==> config.mk <==
export PLATFORM = sky130hd
export DESIGN_NAME = jump_control
export DESIGN_NICKNAME = d
export VERILOG_FILES = /design/src/rtl/jump_control_pkg.sv /design/src/rtl/jump_cond_decode.sv /design/src/rtl/jump_control.sv
export SDC_FILE = /design/constraint.sdc
export NUM_CORES = 1
export LEC_CHECK = 0
export ABC_AREA = 1
export BUFFER_PORTS_ARGS = -buffer_cell sky130_fd_sc_hd__buf_2
export CORE_AREA = 2 2 39 41
export DETAILED_ROUTE_END_ITERATION = 10
export DIE_AREA = 0 0 41 43
export MAX_ROUTING_LAYER = met4
export PLACE_DENSITY = 0.49
export SLEW_MARGIN = 20
export SYNTH_ARGS = -nofsm -noshare
export SYNTH_HDL_FRONTEND = slang
export SYNTH_HIERARCHICAL = 1
export SYNTH_SLANG_ARGS = --single-unit
==> constraint.sdc <==
create_clock -name clk -period 3.35 [get_ports clk]
set_input_delay 0.5025 -clock clk [delete_from_list [all_inputs] [get_ports clk]]
set_output_delay 0.5025 -clock clk [all_outputs]
set_load 0.005 [all_outputs]
==> src/rtl/jump_control_pkg.sv <==
// Shared opcode map and branch-condition types for jump_control.
// Optional stats counter is enabled by JUMP_CONTROL_STATS_EN.
package jump_control_pkg;

    localparam int OPCODE_W = 6;

    localparam logic [OPCODE_W-1:0] OP_BR   = 6'b000101;
    localparam logic [OPCODE_W-1:0] OP_B    = 6'b000110;
    localparam logic [OPCODE_W-1:0] OP_BLTZ = 6'b000111;
    localparam logic [OPCODE_W-1:0] OP_BZ   = 6'b001000;
    localparam logic [OPCODE_W-1:0] OP_BL   = 6'b001001;
    localparam logic [OPCODE_W-1:0] OP_BNZ  = 6'b001010;
    localparam logic [OPCODE_W-1:0] OP_BGTZ = 6'b001011;
    localparam logic [OPCODE_W-1:0] OP_BGEZ = 6'b001100;
    localparam logic [OPCODE_W-1:0] OP_BCY  = 6'b001101;
    localparam logic [OPCODE_W-1:0] OP_BNCY = 6'b001110;

    typedef enum logic [3:0] {
        COND_NONE,
        COND_ALWAYS,
        COND_SIGN,
        COND_ZERO,
        COND_NZERO,
        COND_GTZ,
        COND_GEZ,
        COND_CARRY,
        COND_NCARRY
    } cond_e;

    function automatic logic cond_met(
        input cond_e c,
        input logic  zero,
        input logic  sign,
        input logic  carry
    );
        logic r;
        r = 1'b0;
        unique case (c)
            COND_ALWAYS: r = 1'b1;
            COND_SIGN:   r = sign;
            COND_ZERO:   r = zero;
            COND_NZERO:  r = ~zero;
            COND_GTZ:    r = ~sign & ~zero;
            COND_GEZ:    r = ~sign;
            COND_CARRY:  r = carry;
            COND_NCARRY: r = ~carry;
            default:     r = 1'b0;
        endcase
        return r;
    endfunction

endpackage

==> src/rtl/jump_cond_decode.sv <==
// Opcode to branch-condition decoder for jump_control.
// Purely combinational; unknown opcodes decode as non-branch.
module jump_cond_decode
    import jump_control_pkg::*;
(
    input  logic [OPCODE_W-1:0] opcode,
    output cond_e               cond,
    output logic                is_branch
);

    always_comb begin
        cond      = COND_NONE;
        is_branch = 1'b1;
        case (opcode)
            OP_BR:   cond = COND_ALWAYS;
            OP_B:    cond = COND_ALWAYS;
            OP_BLTZ: cond = COND_SIGN;
            OP_BZ:   cond = COND_ZERO;
            OP_BL:   cond = COND_ALWAYS;
            OP_BNZ:  cond = COND_NZERO;
            OP_BGTZ: cond = COND_GTZ;
            OP_BGEZ: cond = COND_GEZ;
            OP_BCY:  cond = COND_CARRY;
            OP_BNCY: cond = COND_NCARRY;
            default: begin
                cond      = COND_NONE;
                is_branch = 1'b0;
            end
        endcase
    end

endmodule

==> src/rtl/jump_control.sv <==
// Branch resolution: decides PC redirect from opcode and ALU flags.
// Define JUMP_CONTROL_STATS_EN to add the saturating taken_count port.
module jump_control
    import jump_control_pkg::*;
#(
    parameter int CNT_W = 16
) (
    input  logic                clk,
    input  logic                rst_n,
    input  logic [OPCODE_W-1:0] opcode,
    input  logic                zero,
    input  logic                sign,
    input  logic                carry,
    input  logic                stall,
    output logic                validJump,
    output logic                is_branch,
`ifdef JUMP_CONTROL_STATS_EN
    output logic [CNT_W-1:0]    taken_count,
`endif
    output logic                validJump_q
);

    cond_e cond;
    logic  br;

    jump_cond_decode u_dec (
        .opcode    (opcode),
        .cond      (cond),
        .is_branch (br)
    );

    assign is_branch = br;
    assign validJump = br & ~stall
                     & cond_met(cond, zero, sign, carry);

    always_ff @(posedge clk) begin
        if (!rst_n) begin
            validJump_q <= 1'b0;
        end else begin
            validJump_q <= validJump;
        end
    end

    if (CNT_W < 1) begin : g_bad_cnt_w
        $error("jump_control: CNT_W must be at least 1");
    end

`ifdef JUMP_CONTROL_STATS_EN
    // Saturate rather than wrap so trace tools never see a false low count.
    always_ff @(posedge clk) begin
        if (!rst_n) begin
            taken_count <= '0;
        end else if (validJump && (taken_count != '1)) begin
            taken_count <= taken_count + CNT_W'(1);
        end
    end
`endif

endmodule

==> impl_metrics.tcl <==
set metrics [dict create \
    maxCapViolations 0 \
    wl_per_cell_um 7.02 \
    dp_cells 92 \
    cp_max_fo 5 \
    grt_antenna_before_repair 0 \
    final_cell_mix "21 x nand2_1, 14 x buf_2, 11 x inv_1" \
    area_delta_synth_final_pct 30.0 \
    clkTransAtPathRegs_ns 0 \
    post_cts_buffers 0 \
    final_area_um2 390 \
    setup_violations 0 \
    arrival_ns 1.80 \
    die_x_um 41 \
    cp_cell_sequence "buf_2 -> inv_1 -> nand2_1 -> nand2_1 -> nor2_2 -> nand3b_1 -> inv_2 -> nand3b_1 -> nand2_1 -> nand2_1 -> nor2_1 -> nand2_1 -> inv_1 -> buf_2" \
    finalSetupTns_ns 0 \
    relSlewSlack_pct 65.5 \
    ys_warn_count 6 \
    final_common_cell "nand2_1" \
    crit_path_end_kind "primary output" \
    vdd_drop_max_mv 0.0336 \
    synth.avg_cell_area_um2 4.84 \
    leakage_nw 0.223 \
    io-pin-count 15 \
    path_delay_family "simple AND/OR/NAND/NOR gates" \
    core.rowCount 14 \
    syn_inst 62 \
    required_ns 2.85 \
    slowest_delay_ns 0.24 \
    crit_path_top_delay_cell "nand3b_1" \
    start_util_pct 21.7 \
    io_buffers 14 \
    antenna_left 0 \
    grt_setup_unrepaired "false" \
    yosys.area.top_type "nand2_1" \
    crit_type "in -> out" \
    grt_pass1_vias 277 \
    layout-drive-gt1-share_pct 32.9 \
    top_register "validJump_q" \
    syn_area_um2 300 \
    track_usage_pct 7.88 \
    crit_path_start_kind "input port" \
    path_common_cell "nand2_1" \
    gp_congestion 0.834 \
    fin_util_pct 28.2 \
    reg_top3 "validJump_q: 1 flops" \
    crit_cells 14 \
    final_cells 92 \
    whs_path_depth 3 \
    die_y_um 43 \
    fin_crit_sh_pct 68.6 \
    cp_num_buf_inv 5 \
    placed_area_um2 390 \
    worstSetupStartpoint "opcode[1]" \
    min_period_ns 2.30 \
    worst_pin_slew_ns 0.512 \
    globalRoute.totalOverflow 0 \
    timing.fmax_mhz 435 \
    synth.distinct_cells 13 \
    yosysSeqAreaShare_pct 6.67 \
    synth-seq-cells 1 \
    nNetsFinal 90 \
    wl_um 646 \
    fillers 164 \
    cts_resized 0 \
    grt_start_max_net_pins 8 \
    core_area_um2 1380 \
    ys_top_cells_by_area "nand2_1 26%, inv_1 14%, nand3_1 12%, nor2_2 10%, nor2_4 7.5%" \
    dieArea_um2 1760 \
    viasPerCell 4.07 \
    synth_top_area_share_pct 26.2 \
    largest_reg_flops 1 \
    min_path_type "in -> reg" \
    power_density_nw_per_um2 113 \
    vias 374 \
    antennaDiodeCount 0 \
    drc 0 \
    status "finished clean" \
    drt-pass1-iter-count 4 \
    dp_hpwl_um 574 \
    drt_iter0_markers 3 \
    slew_violations 0 \
    hold_path_startpoint "rst_n" \
    syn_nets 74 \
    cts_hold_buf 0 \
    grt_pass1_wl_mm 1.04 \
    hold_viol 0 \
]
[synth_stat cells]
master and count:
a21oi_1 1, inv_2 4, nand3_1 7, nor2_2 5, o21ai_1 1, dfxtp_1 1, nor2_4 2, nor2_1 5
inv_1 11, nor4_1 1, nand4_1 1, nand2_1 21, nand3b_1 2
[through the flow]
stage	hold slack (ns)	total power, mW	worst slack (ns)
final	0.730	0.0442	1.05
after floorplan	0.629	0.0311	1.40
after global placement	0.730	0.0443	1.05
after global routing	0.749	0.0487	0.833
after CTS	0.735	0.0445	1.05
after detailed placement	0.733	0.0443	1.06
[path summary, 6_finish.rpt]
kind,to,slack [ns]
worst min-delay path,validJump_q$_SDFF_PN0_,0.73
worst max-delay path,validJump,1.05
[routing by layer]
metal  track usage [%]  vias up  part of all wire (%)
li1                  -      217                     -
met2              12.8       10                    45
met1              11.4      147                    48
met5                 -        -                     0
met3                 0        0                   6.8
met4                 0        0                     0
[logic make-up (layout without fill, tap and decap cells)]
group	Yosys count	count (layout)	share of synthesized area (%)
flip-flops	1	1	6.67
AND/OR/NAND/NOR	44	44	71.3
buffers and inverters	15	29	18.7
AO/OA/AOI/OAI	2	2	3.33
[where the power goes]
group / total [mW] / switching (mW) / internal, mW
sequential: 0.0123 / 0.0000180 / 0.0123
combinational: 0.0319 / 0.0191 / 0.0128
clock: 0 / 0 / 0
total: 0.0442 / 0.0191 / 0.0250
[cell type report]
| type | instances | area [µm²] | share of cell area, % |
|---|---|---|---|
| Multi-Input combinational cell | 46 | 224 | 57.4 |
| Sequential cell | 1 | 20.0 | 5.13 |
| Tap cell | 16 | 20.0 | 5.13 |
| Timing Repair Buffer | 14 | 70.1 | 17.9 |
| Inverter | 15 | 56.3 | 14.4 |
(Power assumes the default switching activity.)
